===== src/rtl/load_nanofs.sv =====
// load_nanofs: walks a NanoFS data-block chain through the shared SPI block
// reader and packs the payload bytes, little-endian, into 32-bit words that are
// written sequentially into the boot RAM.
module load_nanofs #(
  parameter int unsigned MEM_ADDR_WIDTH = 14,
  parameter int unsigned MAX_BLOCKS     = 1024
) (
  input  logic                      clk,
  input  logic                      reset,
  input  logic                      start,
  input  logic [31:0]               start_block,
  input  logic [31:0]               offset,
  output logic                      done,
  output logic                      err,
  output logic [31:0]               bytes_loaded,
  output logic                      spi_r_block,
  output logic                      spi_r_byte,
  input  logic                      spi_busy,
  input  logic                      spi_err,
  output logic [31:0]               spi_block_addr,
  input  logic [7:0]                spi_data_out,
  output logic                      mem_we,
  output logic [MEM_ADDR_WIDTH-1:0] mem_addr,
  output logic [31:0]               mem_din
);

  localparam int unsigned BLK_W = $clog2(MAX_BLOCKS + 1);
  localparam logic [15:0] MAX_LEN = 16'd506;
  localparam logic [MEM_ADDR_WIDTH-1:0] ADDR_MAX = '1;
  localparam logic [BLK_W-1:0] BLK_LIMIT = BLK_W'(MAX_BLOCKS);

  typedef enum logic [4:0] {
    S_IDLE,
    S_SETUP,
    S_CHANGE_BLOCK,
    S_WAIT_CHANGE_BLOCK,
    S_READ_BLOCK,
    S_WAIT_BLOCK,
    S_READ_HDR,
    S_HDR_BYTE,
    S_WAIT_HDR_BYTE,
    S_CHECK_HDR,
    S_READ_DATA,
    S_DATA_BYTE,
    S_WAIT_DATA_BYTE,
    S_NEXT_BLOCK,
    S_FLUSH,
    S_DONE,
    S_ERROR
  } state_t;

  state_t            state;
  logic [2:0]        hdr_cnt;    // header byte index within the open block
  logic [8:0]        pay_cnt;    // payload bytes consumed from the open block
  logic [31:0]       next_blk;   // chain link from the header
  logic [15:0]       len;        // payload length from the header
  logic [BLK_W-1:0]  blk_cnt;    // blocks finished so far (loop protection)
  logic [31:0]       word_buf;   // partially packed word, unused lanes zero
  logic              mem_full;   // last RAM word has been written

  logic [1:0]        lane_c;
  logic [31:0]       word_c;
  logic [8:0]        pay_nxt_c;
  logic [BLK_W-1:0]  blk_nxt_c;
  logic              active_c;

  // Byte-lane packing and counter look-ahead for the sequencer.
  always_comb begin
    lane_c    = bytes_loaded[1:0];
    word_c    = word_buf | (32'(spi_data_out) << {lane_c, 3'b000});
    pay_nxt_c = pay_cnt + 9'd1;
    blk_nxt_c = blk_cnt + BLK_W'(1);
    active_c  = (state != S_IDLE) && (state != S_DONE) && (state != S_ERROR);
  end

  // Load sequencer: block chain walk, header decode, word packing and RAM writes.
  always_ff @(posedge clk) begin
    if (reset) begin
      state          <= S_IDLE;
      done           <= 1'b0;
      err            <= 1'b0;
      bytes_loaded   <= '0;
      spi_r_block    <= 1'b0;
      spi_r_byte     <= 1'b0;
      spi_block_addr <= '0;
      mem_we         <= 1'b0;
      mem_addr       <= '0;
      mem_din        <= '0;
      hdr_cnt        <= '0;
      pay_cnt        <= '0;
      next_blk       <= '0;
      len            <= '0;
      blk_cnt        <= '0;
      word_buf       <= '0;
      mem_full       <= 1'b0;
    end else begin
      spi_r_byte <= 1'b0;
      mem_we     <= 1'b0;

      // Address advances the cycle after each write and saturates at the top.
      if (mem_we) begin
        if (mem_addr == ADDR_MAX) begin
          mem_full <= 1'b1;
        end else begin
          mem_addr <= mem_addr + MEM_ADDR_WIDTH'(1);
        end
      end

      if (active_c && spi_err) begin
        // A reader fault overrides whatever the current state would do.
        state       <= S_ERROR;
        err         <= 1'b1;
        spi_r_block <= 1'b0;
      end else begin
        case (state)
          S_IDLE: begin
            done           <= 1'b0;
            err            <= 1'b0;
            bytes_loaded   <= '0;
            spi_r_block    <= 1'b0;
            spi_block_addr <= '0;
            mem_addr       <= '0;
            mem_din        <= '0;
            hdr_cnt        <= '0;
            pay_cnt        <= '0;
            next_blk       <= '0;
            len            <= '0;
            blk_cnt        <= '0;
            word_buf       <= '0;
            mem_full       <= 1'b0;
            if (start) begin
              state <= S_SETUP;
            end
          end

          S_SETUP: begin
            spi_block_addr <= start_block + offset;
            state          <= S_CHANGE_BLOCK;
          end

          S_CHANGE_BLOCK: begin
            hdr_cnt <= '0;
            state   <= S_WAIT_CHANGE_BLOCK;
          end

          S_WAIT_CHANGE_BLOCK: begin
            if (!spi_busy) begin
              spi_r_block <= 1'b1;
              state       <= S_READ_BLOCK;
            end
          end

          S_READ_BLOCK: begin
            state <= S_WAIT_BLOCK;
          end

          S_WAIT_BLOCK: begin
            if (!spi_busy) begin
              state <= S_READ_HDR;
            end
          end

          S_READ_HDR: begin
            case (hdr_cnt)
              3'd0:    next_blk[7:0]   <= spi_data_out;
              3'd1:    next_blk[15:8]  <= spi_data_out;
              3'd2:    next_blk[23:16] <= spi_data_out;
              3'd3:    next_blk[31:24] <= spi_data_out;
              3'd4:    len[7:0]        <= spi_data_out;
              3'd5:    len[15:8]       <= spi_data_out;
              default: ;
            endcase
            // At index 6 the reader already presents the first payload byte.
            if (hdr_cnt < 3'd6) begin
              state <= S_HDR_BYTE;
            end else begin
              state <= S_CHECK_HDR;
            end
          end

          S_HDR_BYTE: begin
            spi_r_byte <= 1'b1;
            hdr_cnt    <= hdr_cnt + 3'd1;
            state      <= S_WAIT_HDR_BYTE;
          end

          S_WAIT_HDR_BYTE: begin
            if (!spi_busy) begin
              state <= S_READ_HDR;
            end
          end

          S_CHECK_HDR: begin
            if (len > MAX_LEN) begin
              state       <= S_ERROR;
              err         <= 1'b1;
              spi_r_block <= 1'b0;
            end else if (len == 16'd0) begin
              state <= S_NEXT_BLOCK;
            end else begin
              pay_cnt <= '0;
              state   <= S_READ_DATA;
            end
          end

          S_READ_DATA: begin
            if ((lane_c == 2'd3) && mem_full) begin
              // Word would land past the end of the boot RAM.
              state       <= S_ERROR;
              err         <= 1'b1;
              spi_r_block <= 1'b0;
            end else begin
              bytes_loaded <= bytes_loaded + 32'd1;
              pay_cnt      <= pay_nxt_c;
              if (lane_c == 2'd3) begin
                mem_we   <= 1'b1;
                mem_din  <= word_c;
                word_buf <= '0;
              end else begin
                word_buf <= word_c;
              end
              if ({7'd0, pay_nxt_c} == len) begin
                state <= S_NEXT_BLOCK;
              end else begin
                state <= S_DATA_BYTE;
              end
            end
          end

          S_DATA_BYTE: begin
            spi_r_byte <= 1'b1;
            state      <= S_WAIT_DATA_BYTE;
          end

          S_WAIT_DATA_BYTE: begin
            if (!spi_busy) begin
              state <= S_READ_DATA;
            end
          end

          S_NEXT_BLOCK: begin
            spi_r_block <= 1'b0;
            blk_cnt     <= blk_nxt_c;
            if (next_blk == 32'd0) begin
              state <= S_FLUSH;
            end else if (blk_nxt_c == BLK_LIMIT) begin
              state <= S_ERROR;
              err   <= 1'b1;
            end else begin
              spi_block_addr <= next_blk + offset;
              state          <= S_CHANGE_BLOCK;
            end
          end

          S_FLUSH: begin
            if (lane_c != 2'd0) begin
              if (mem_full) begin
                state <= S_ERROR;
                err   <= 1'b1;
              end else begin
                mem_we   <= 1'b1;
                mem_din  <= word_buf;
                word_buf <= '0;
                state    <= S_DONE;
                done     <= 1'b1;
              end
            end else begin
              state <= S_DONE;
              done  <= 1'b1;
            end
          end

          S_DONE: begin
            done <= 1'b1;
          end

          S_ERROR: begin
            err         <= 1'b1;
            spi_r_block <= 1'b0;
          end

          default: begin
            state <= S_IDLE;
          end
        endcase
      end
    end
  end

endmodule


===== config.mk =====
export PLATFORM = sky130hd
export DESIGN_NAME = load_nanofs
export DESIGN_NICKNAME = d
export VERILOG_FILES = /design/src/rtl/load_nanofs.sv
export SDC_FILE = /design/constraint.sdc
export NUM_CORES = 1
export LEC_CHECK = 0
export ABC_AREA = 1
export BUFFER_PORTS_ARGS = -buffer_cell sky130_fd_sc_hd__buf_4
export CAP_MARGIN = 20
export CORE_ASPECT_RATIO = 0.7
export CORE_UTILIZATION = 35
export DETAILED_ROUTE_END_ITERATION = 8
export SLEW_MARGIN = 10
export SYNTH_ARGS = -nofsm -noshare
export SYNTH_HDL_FRONTEND = slang
export SYNTH_SLANG_ARGS = --single-unit

===== constraint.sdc =====
create_clock -name clk -period 4.12 [get_ports clk]
set_clock_uncertainty 0.1 [all_clocks]
set_input_delay 0.824 -clock clk [delete_from_list [all_inputs] [get_ports clk]]
set_output_delay 0.824 -clock clk [all_outputs]
set_load 0.005 [all_outputs]

==> results of run 1 <==
-- cell families (layout without fill, tap and decap cells) --
family                     after synthesis  after routing  share of synthesized area
buffers and inverters                  335            518                    0.09592
xor gates and xnor gates                46             46                    0.02964
DFF                                    224            224                     0.3299
adders and majority gates               50             50                    0.04658
and+or+nand+nor                        966            966                     0.3022
AOI/OAI and AO/OA                      497            497                     0.1957
-- worst max-delay path, cell delays in order (launching register included) --
cell	delay, ps
dfxtp_1	470
inv_1	100
nand2_1	140
nor2_4	70
inv_4	260
o21ai_0	180
ha_1	440
nand2_1	180
nor2_1	360
inv_1	110
nor2_1	280
nand4_1	130
nand3_1	250
xor2_2	360
nand4_1	160
a21oi_1	150
-- routing by layer --
layer | global-route usage | part of all wire
met3 | 0.07376 | 0.094
met2 | 0.3328 | 0.38
met4 | 0.03562 | 0.011
met1 | 0.3997 | 0.51
met5 | 0 | 0.00025
-- registers in the layout, summed over array words and instances (netlist names) --
signal and count:
len 16, spi_block_addr 32, mem_din 32, mem_full 1
spi_r_byte 1, mem_addr 14, done 1, err 1
mem_we 1, state 5, pay_cnt 9, blk_cnt 11
next_blk 32, spi_r_block 1, bytes_loaded 32, hdr_cnt 3
word_buf 32
-- final cells by class --
type	instances	share of cell area
clock buffer	36	0.04568
clock inverter	8	0.004957
inverter	253	0.05811
multi-input combinational	1559	0.4765
sequential	224	0.2733
tap	518	0.03950
timing repair buffer	221	0.1019
-- worst paths after layout --
path	startpoint	end	depth (start not counted)
hold / removal	spi_r_block$_SDFFE_PP0P_	spi_r_block$_SDFFE_PP0P_	2
hold reg to reg	spi_r_block$_SDFFE_PP0P_	spi_r_block$_SDFFE_PP0P_	2
setup reg to reg	state[1]$_SDFFE_PP0P_	spi_block_addr[20]$_SDFFE_PP0P_	15
setup / recovery	state[1]$_SDFFE_PP0P_	spi_block_addr[20]$_SDFFE_PP0P_	15
-- layout by cell type, fill, tap and decap left out, types with 2 or more instances in the layout --
master      netlist  final
clkbuf_16         0     27
nand4_1          56     56
clkinvlp_4        0      2
nor3_1           46     46
ha_1             49     49
o21ai_0         165    165
inv_2            12     11
a22oi_1           8      8
nor2_4            5      5
nand3b_1          2      2
clkinv_4          0      3
xor2_1           31     29
and2_1            2      2
nor4_1           11     11
a211oi_1          8      8
xor2_2            0      2
clkinv_1          2      2
nand2_2           2      2
a31oi_1          38     38
nand2_4           2      2
clkinv_2          1      3
buf_4             6    220
o31ai_1           3      3
o211ai_1          2      2
nand3_1         103    103
nor3b_1           2      2
xnor2_1          15     15
nor2_1          223    223
nand2_1         500    500
and2_0            2      2
nor2_2            5      5
clkbuf_8          0      4
or2_2             2      2
inv_1           238    238
dfxtp_1         224    224
clkbuf_1         53      5
a21oi_1         222    222
a311oi_1          8      8
o21ai_1          32     32
-- report_power, final --
group	switching, mW	total (mW)	internal [mW]
clock	0.969	2.30	1.33
combinational	3.05	4.42	1.37
sequential	0.392	3.22	2.83
total	4.42	9.94	5.53
-- metrics by stage --
stage	worst slack [ps]	total power, mW	cell area [sq um]	hold WS [ps]	cells
5_1_grt	39.38	10.65	16410	382.3	2819
6_report	263.1	9.941	16410	350.9	2819
2_1_floorplan	1190	6.134	13590	329.7	2118
4_1_cts	88.85	9.916	16390	355.5	2819
3_3_place_gp	44.57	7.523	15560	343.4	2775
3_5_place_dp	129.6	7.579	15560	344.4	2775
==> metrics.txt, run 1 <==
status completed; Synth Instances 2118; PostCTS Resize Cnt 0; Avg Inst Size Synth 6.417 sq um; fillers 4025; top cells by count, synth nand2_1, inv_1, dfxtp_1; # Post-CTS Setup Buffers 0; vias approximately 15k; Arr. time, crit path 4220 ps; min cycle time layout 3857 ps; I/O pin total 192; Root Driver clkbuf_16; Congestion Overflow GR 0; Core ar. about 38000 sq um; I/O Buffers 191; register area share after synthesis 0.3299; final core utilization 0.4349; vias per cell 5.275; Pre-antenna DRT Iters 6; Synth Cell Area 13590 sq um; first-pass GRT wire length 78390 um; CTS clk-pin slew, worst paths 60 ps; crit share post-route 0.9361; Final ANT Viol Nets 0; Fmax achieved approximately 260 MHz; Setup CP Type flop to flop; share of cells above drive strength 1 0.1286; Required @ worst endpoint 4480 ps; H-tree depth 1; clk_lat worst skew 540 ps; DR WL/cell 18.47 um; max-cap viol count 0; peak supply drop around 0.35 mV; Post-synth EDFFs 0; Hold WC Path Type flop to flop; vias in the first global route ~13k; Syn-to-layout area delta 20.71%; register area 4484 sq um; total CTS buffers 26; die area 39640 sq um; leakage 6.882 nW; dominant cell type by area after synthesis dfxtp_1; Unique masters post-synth 51; CP Capture Type flop; most used flip-flop cell after synthesis dfxtp_1; Clock Sink Count ~220; Final Hold Vio Count 0; TritonCTS clock tree yes; Routability Congestion 1.044; ant diodes 0; startpoint types flop; # setup viols final 0; layout net count about 2.4k; Rows 59; initial antenna violation count 1; PwrDens 605.9 nW/um^2; Initial Util 0.3603; Die Wd 237.5 um; HPWL after DPL 40370 um; cts hold-fix bufs 0; crit-path max FO 42; synthesized flop and latch total 224; TNS Setup 0 ps; DR DRC count 0; Slew Limit Headroom 0.2552; setup repair after global routing missed its margin no; post-synthesis net count 2245; top post-synthesis cells by area dfxtp_1, nand2_1, a21oi_1; Tightest Pin Transition 1117 ps; top cell type's share of synthesized area 0.3299; die height 166.9 um; reg2reg setup slack roughly 260 ps; Synth Warn # 0; initial DRC count 1306; gr usage total 0.2529; max-slew violation count 0; Synth async-reset ratio 0; wirelength, routed 52080 um; clk buf depth 3; count leader, synth nand2_1; footprint of the multi-input gates 7819 sq um; largest net degree at the start of global routing 96
Power figures use the tool's default switching activity.
==> inputs of run 2 (changes only) <==
--- a/config.mk
+++ b/config.mk
@@ -5,7 +5,6 @@
 export SDC_FILE = /design/constraint.sdc
 export NUM_CORES = 1
 export LEC_CHECK = 0
-export ABC_AREA = 1
 export BUFFER_PORTS_ARGS = -buffer_cell sky130_fd_sc_hd__buf_4
 export CAP_MARGIN = 20
 export CORE_ASPECT_RATIO = 0.7
==> metrics.txt, run 2 <==
fillers 3535 (-12%); Initial Util 0.3579 (-0.002380); crit-path max FO 26 (-38%); Required @ worst endpoint 4500 ps (+20 ps); final instance area 15260 sq um (-7.0%); setup ws final 195.3 ps (-67.73 ps); max-slew violation count 0 (unchanged); Syn-to-layout area delta 21.99%; top cells by count, synth nor2_1, dfxtp_1, a21oi_1; Unique masters post-synth 77 (+51%); largest net degree at the start of global routing 65 (-32%); overall power 7.441 mW (-25%); Synth async-reset ratio 0 (unchanged); status completed; Slowest-stage cell, CP or4b_1; switching pwr 2.783 mW (-37%); Clock Power Share 0.309 (+0.078); Area after DPL 14390 sq um (-7.5%); share of cells above drive strength 1 0.1938 (+0.06517); CP Capture Type flop; Final Hold Vio Count 0 (unchanged); Pre-antenna DRT Iters 5 (-1); most used flip-flop cell after synthesis dfxtp_1; H-tree depth 1 (unchanged); DR DRC count 0 (unchanged); crit share post-route 0.9526 (+0.01644); setup repair after global routing missed its margin no; peak supply drop 0.4036 mV (+15%); Core ar. 34950 sq um (-7.4%); top cell type's share of synthesized area 0.3585 (+0.02858); internal power 4.658 mW (-16%); layout net count 1821 (-25%); Rows 57 (-3.4%); Synth Instances 1541 (-27%); total CTS buffers 25 (-3.8%); Avg Inst Size Synth 8.117 sq um (+26%); Root Driver clkbuf_16; commonest non-fill, non-tap cells in the layout nor2_1, dfxtp_1, buf_4; CP delay by family, top simple AND/OR/NAND/NOR gates; Hold WC Path Type flop to flop; clk buf depth 3 (unchanged); Arr. time, crit path 4300 ps (+80 ps); most common cell after layout, fill and taps aside nor2_1; synthesized flop and latch total 224 (unchanged); Tightest Pin Transition 727.4 ps (-389.8 ps); Congestion Overflow GR 0 (unchanged); CP max stage delay 510 ps (+40 ps); die height 160.2 um (-4.0%); Buf+Inv Stages, Crit Path 2 (-1); count leader, synth nor2_1; I/O Buffers 191 (unchanged); vias in the first global route 11.08k (-16%); Flop pwr share 0.326 (+0.002); Post-synth EDFFs 0 (unchanged); Routability Congestion 0.9172 (-12%); gr usage total 0.1983 (-0.05467); post-synthesis net count 1668 (-26%); HPWL after DPL 26860 um (-33%); initial DRC count 976 (-25%); startpoint types flop; first-pass GRT wire length 59570 um (-24%); pre-CTS WS 76.39 ps (-53.26 ps); dominant cell type by area after synthesis dfxtp_1; clk_lat worst skew 550 ps (about the same); register area share after synthesis 0.3585 (+0.02858); TritonCTS clock tree yes; I/O pin total 192 (unchanged); die area 36510 sq um (-7.9%); TNS Setup 0 ps (unchanged); Final ANT Viol Nets 0 (unchanged); top post-synthesis cells by area dfxtp_1, nor2_1, a21oi_1; min cycle time layout 3925 ps (+67.73 ps); Clock Sink Count 224 (unchanged); Synth Cell Area 12510 sq um (-8.0%); Cell Chain, Critical Path nand3b_1 > nor2_4 > buf_12 > buf_4 > mux2_2 > ha_1 > and3_1 > nand4_1 > a311oi_4 > o2111a_1 > nor3_1 > or4b_1 > a21oi_1; DR WL/cell 17.23 um (-6.7%); initial antenna violation count 2 (+1); CTS clk-pin slew, worst paths 70 ps (about the same); Fmax achieved 254.8 MHz (-1.7%); wirelength, routed 37660 um (-28%); Setup CP Type flop to flop; PwrDens 487.7 nW/um^2 (-20%); Synth Warn # 0 (unchanged); Comb pwr share 0.365 (-0.080); max-cap viol count 0 (unchanged); Slew Limit Headroom 0.5133 (+0.2581); # setup viols final 0 (unchanged); vias per cell 5.402 (+2.4%); Die Wd 228.0 um (-4.0%); vias 11.81k (-21%); Sw Ratio 0.3740 (-0.07017); leakage 6.070 nW (-12%)
==> run 2: cell count changes after synthesis, sizes merged, moves of 40 or more <==
cell   delta
nand2   -424
inv     -230
o21ai   -152
nand3    -64
mux2i    +55
nor2     +52
nand4    -40
==> run 2: per-stage QoR <==
stage / hold slack (ps) / util / std cells
after CTS: 355.3 / 0.4356 / 2184
after global routing: 382.9 / 0.4366 / 2185
final: 349.8 / 0.4366 / 2186
after floorplan: 348.2 / - / 1541
after detailed placement: 345.8 / 0.4119 / 2138
after global placement: 343.8 / 0.4119 / 2138
==> run 2: worst paths after layout <==
check | from | to | slack (ps) | cells after the start
max | state[4]$_SDFFE_PP0P_ | spi_block_addr[27]$_SDFFE_PP0P_ | 200 | 13
min | spi_block_addr[23]$_SDFFE_PP0P_ | spi_block_addr[23]$_SDFFE_PP0P_ | 350 | 2
max reg2reg | state[4]$_SDFFE_PP0P_ | spi_block_addr[27]$_SDFFE_PP0P_ | 200 | 13
min reg2reg | spi_block_addr[23]$_SDFFE_PP0P_ | spi_block_addr[23]$_SDFFE_PP0P_ | 350 | 2
==> run 2: routing by layer <==
layer / up-vias / wire, um / GRT usage / part of all wire
met3: 56 / 2090 / 0.04089 / 0.055
met2: 258 / 16010 / 0.2986 / 0.42
met5: - / 13 / 0 / 0.00035
met1: 5650 / 18840 / 0.2879 / 0.50
met4: 2 / 717 / 0.04423 / 0.019
li1: 5843 / - / - / -
==> run 2: worst reg2reg max path, stage by stage (launching register included) <==
cell	delay, ps
dfxtp_1	310
nand3b_1	210
nor2_4	130
buf_12	190
buf_4	270
mux2_2	360
ha_1	390
and3_1	260
nand4_1	200
a311oi_4	460
o2111a_1	270
nor3_1	60
or4b_1	510
a21oi_1	160
==> run 2: logic make-up after synthesis <==
| family | share of synthesized area |
|---|---|
| and+or+nand+nor | 0.2436 |
| AOI/OAI and AO/OA | 0.1827 |
| DFF | 0.3585 |
| buffers and inverters | 0.03891 |
| muxes | 0.07312 |
| xor gates and xnor gates | 0.05262 |
| adders and majority gates | 0.05062 |
==> run 2: timing repair <==
item,in CTS,in global routing
setup endpoints to repair,0,3
buffers inserted,0,0
resized for setup,0,2
hold buffers,0,0
==> run 2: area by class of cell <==
cell class / count / area (sq um) / share of cell area
Sequential cell: 224 / 4484 / 0.2939
Timing Repair Buffer: 219 / 1689 / 0.1107
Clock buffer: 32 / 691.9 / 0.04535
Clock inverter: 14 / 138.9 / 0.009102
Antenna cell: 1 / 2.502 / 0.0001640
Multi-Input combinational cell: 1204 / 7586 / 0.4972
Inverter: 20 / 75.07 / 0.004920
Tap cell: 472 / 590.6 / 0.03870
==> run 2: power groups by stage <==
stage                     sequential (mW)  clock [mW]  combinational (mW)
after floorplan                      2.47           0                1.92
after global placement               2.47           0                2.67
after detailed placement             2.47           0                2.69
after CTS                            2.43        2.36                2.70
after global routing                 2.45        2.44                2.97
final                                2.43        2.30                2.72
==> inputs of run 3 (changes only) <==
--- a/config.mk
+++ b/config.mk
@@ -7,7 +7,7 @@
 export LEC_CHECK = 0
 export BUFFER_PORTS_ARGS = -buffer_cell sky130_fd_sc_hd__buf_4
 export CAP_MARGIN = 20
-export CORE_ASPECT_RATIO = 0.7
+export CORE_ASPECT_RATIO = 1.5
 export CORE_UTILIZATION = 35
 export DETAILED_ROUTE_END_ITERATION = 8
 export SLEW_MARGIN = 10
==> constraint.sdc (replaced) <==
create_clock -name clk -period 4.19 [get_ports clk]
set_clock_uncertainty 0.1 [all_clocks]
set_input_delay 0.838 -clock clk [delete_from_list [all_inputs] [get_ports clk]]
set_output_delay 0.838 -clock clk [all_outputs]
set_load 0.005 [all_outputs]
==> metrics.txt, run 3 (synthesized netlist as in run 2, its figures left out) <==
initial antenna violation count 0 (-2); ant diodes 0 (-1); vias per cell 5.330 (-1.3%); min-delay src spi_block_addr[23]$_SDFFE_PP0P_; leakage 6.040 nW (-0.49%); Routability Congestion 0.8987 (-2.0%); # setup viols final 0 (unchanged); setup repair after global routing missed its margin no; Slew Limit Headroom 0.3561 (-0.1572); largest net degree at the start of global routing 84 (+29%); clk buf depth 3 (unchanged); Clock Sink Count 224 (unchanged); share of cells above drive strength 1 0.1891 (-0.004702); Initial Util 0.3563 (-0.001607); vias 11.62k (-1.6%); Comb pwr share 0.366 (about the same); PwrDens 476.0 nW/um^2 (-2.4%); Critical path origin state[1]$_SDFFE_PP0P_; Rows 84 (+47%); Final ANT Viol Nets 0 (unchanged); I/O pin total 192 (unchanged); TNS Setup 0 ps (unchanged); Pre-antenna DRT Iters 6 (+1); first-pass GRT wire length 57270 um (-3.9%); commonest non-fill, non-tap cells in the layout nor2_1, dfxtp_1, buf_4; max-cap viol count 0 (unchanged); internal power 4.593 mW (-1.4%); crit share post-route 0.9397 (-0.01290); Syn-to-layout area delta 21.42%; min cycle time layout 3937 ps (+12.62 ps); RR Startpoint state[1]$_SDFFE_PP0P_; total CTS buffers 24 (-4.0%); DR WL/cell 16.56 um (-3.9%); DR DRC count 0 (unchanged); reg2reg setup slack 250 ps (+60 ps); Setup CP Type flop to flop; wirelength, routed 36110 um (-4.1%); clk_lat worst skew 540 ps (about the same); switching pwr 2.636 mW (-5.3%); Arr. time, crit path 4300 ps (about the same); pre-CTS WS 305.0 ps (+228.7 ps); max-slew violation count 0 (unchanged); fillers 3571 (+1.0%); gr usage total 0.1954 (-0.002894); die height 233.5 um (+46%); PostCTS Resize Cnt 0 (unchanged); H-tree depth 1 (unchanged); placed instance count 2137 (-0.047%); Required @ worst endpoint 4560 ps (+60 ps); Tightest Pin Transition 965.9 ps (+238.5 ps); Final Hold Vio Count 0 (unchanged); non-filler cells, final 2181 (-0.23%); initial DRC count 729 (-25%); vias in the first global route 10.90k (-1.7%); cts hold-fix bufs 0 (unchanged); most common cell after layout, fill and taps aside nor2_1; CTS clk-pin slew, worst paths 70 ps (about the same); status completed; peak supply drop 0.3431 mV (-15%); Core ar. 35100 sq um (+0.45%); worst hold slack 361.0 ps (+11.24 ps); Flop pwr share 0.330 (+0.004); CP Capture Type flop; # Post-CTS Setup Buffers 0 (unchanged); Die Wd 156.4 um (-31%); setup ws final 252.7 ps (+57.38 ps); Fmax achieved 254.0 MHz (-0.32%); I/O Buffers 191 (unchanged); Hold WC Path Type flop to flop; die area 36510 sq um (about the same); layout net count 1818 (-0.16%); HPWL after DPL 26150 um (-2.6%); Root Driver clkbuf_16; startpoint types flop; Congestion Overflow GR 0 (unchanged); TritonCTS clock tree yes; Sw Ratio 0.3647 (-0.009324); Clock Power Share 0.304 (-0.005); crit-path max FO 26 (unchanged)
[run 3: cell count changes in the layout (fill, tap and decap cells not counted), moves of 2 or more]
cell	change
clkinv_2	-3
clkinvlp_4	-2
clkinv_4	-2
clkbuf_1	+4
[run 3: per-layer routing]
metal | track usage | routed length (um) | part of all wire | up-vias
met2 | 0.3622 | 18550 | 0.51 | 298
met1 | 0.2297 | 15090 | 0.42 | 5453
li1 | - | - | - | 5818
met5 | 0 | 0 | 0 | -
met4 | 0.06403 | 893 | 0.025 | 0
met3 | 0.02338 | 1579 | 0.044 | 55
[run 3: path summary, 6_finish.rpt]
kind              cells after the start                         endpoint
hold / removal                        2  spi_block_addr[23]$_SDFFE_PP0P_
setup / recovery                     13  spi_block_addr[27]$_SDFFE_PP0P_
hold reg to reg                       2  spi_block_addr[23]$_SDFFE_PP0P_
setup reg to reg                     13  spi_block_addr[27]$_SDFFE_PP0P_
[run 3: power groups by stage]
stage | clock (mW) | sequential (mW) | combinational, mW
6_report | 2.20 | 2.38 | 2.65
5_1_grt | 2.34 | 2.40 | 2.93
4_1_cts | 2.27 | 2.39 | 2.64
3_5_place_dp | 0 | 2.43 | 2.63
3_3_place_gp | 0 | 2.43 | 2.62
2_1_floorplan | 0 | 2.43 | 1.89
[run 3: per-stage QoR]
step,utilization,cell area [sq um],power (mW)
2_1_floorplan,-,12510,4.318
3_3_place_gp,0.4093,14370,5.048
3_5_place_dp,0.4093,14370,5.067
4_1_cts,0.4322,15170,7.303
5_1_grt,0.4326,15190,7.672
6_report,0.4326,15190,7.228
[run 3: final cells by class]
class / instances / area [sq um] / area share
well taps: 473 / 591.8 / 0.03897
repair buffers: 217 / 1662 / 0.1094
inverters: 20 / 75.07 / 0.004943
clock buffers: 37 / 720.7 / 0.04745
clock inverters: 6 / 82.58 / 0.005437
multi-input cells: 1204 / 7571 / 0.4985
flip-flops and latches: 224 / 4484 / 0.2953
[run 3: worst max-delay path, cell delays in order (launching register included)]
cell      delay [ps]
dfxtp_1          310
nand2b_1         240
nor2_4           160
buf_4            330
mux2_2           380
ha_1             370
a21oi_1          250
o21ai_0          140
a211o_1          320
a21o_1           230
o2111a_1         290
o21ai_0          150
or4b_1           440
a21oi_1          140
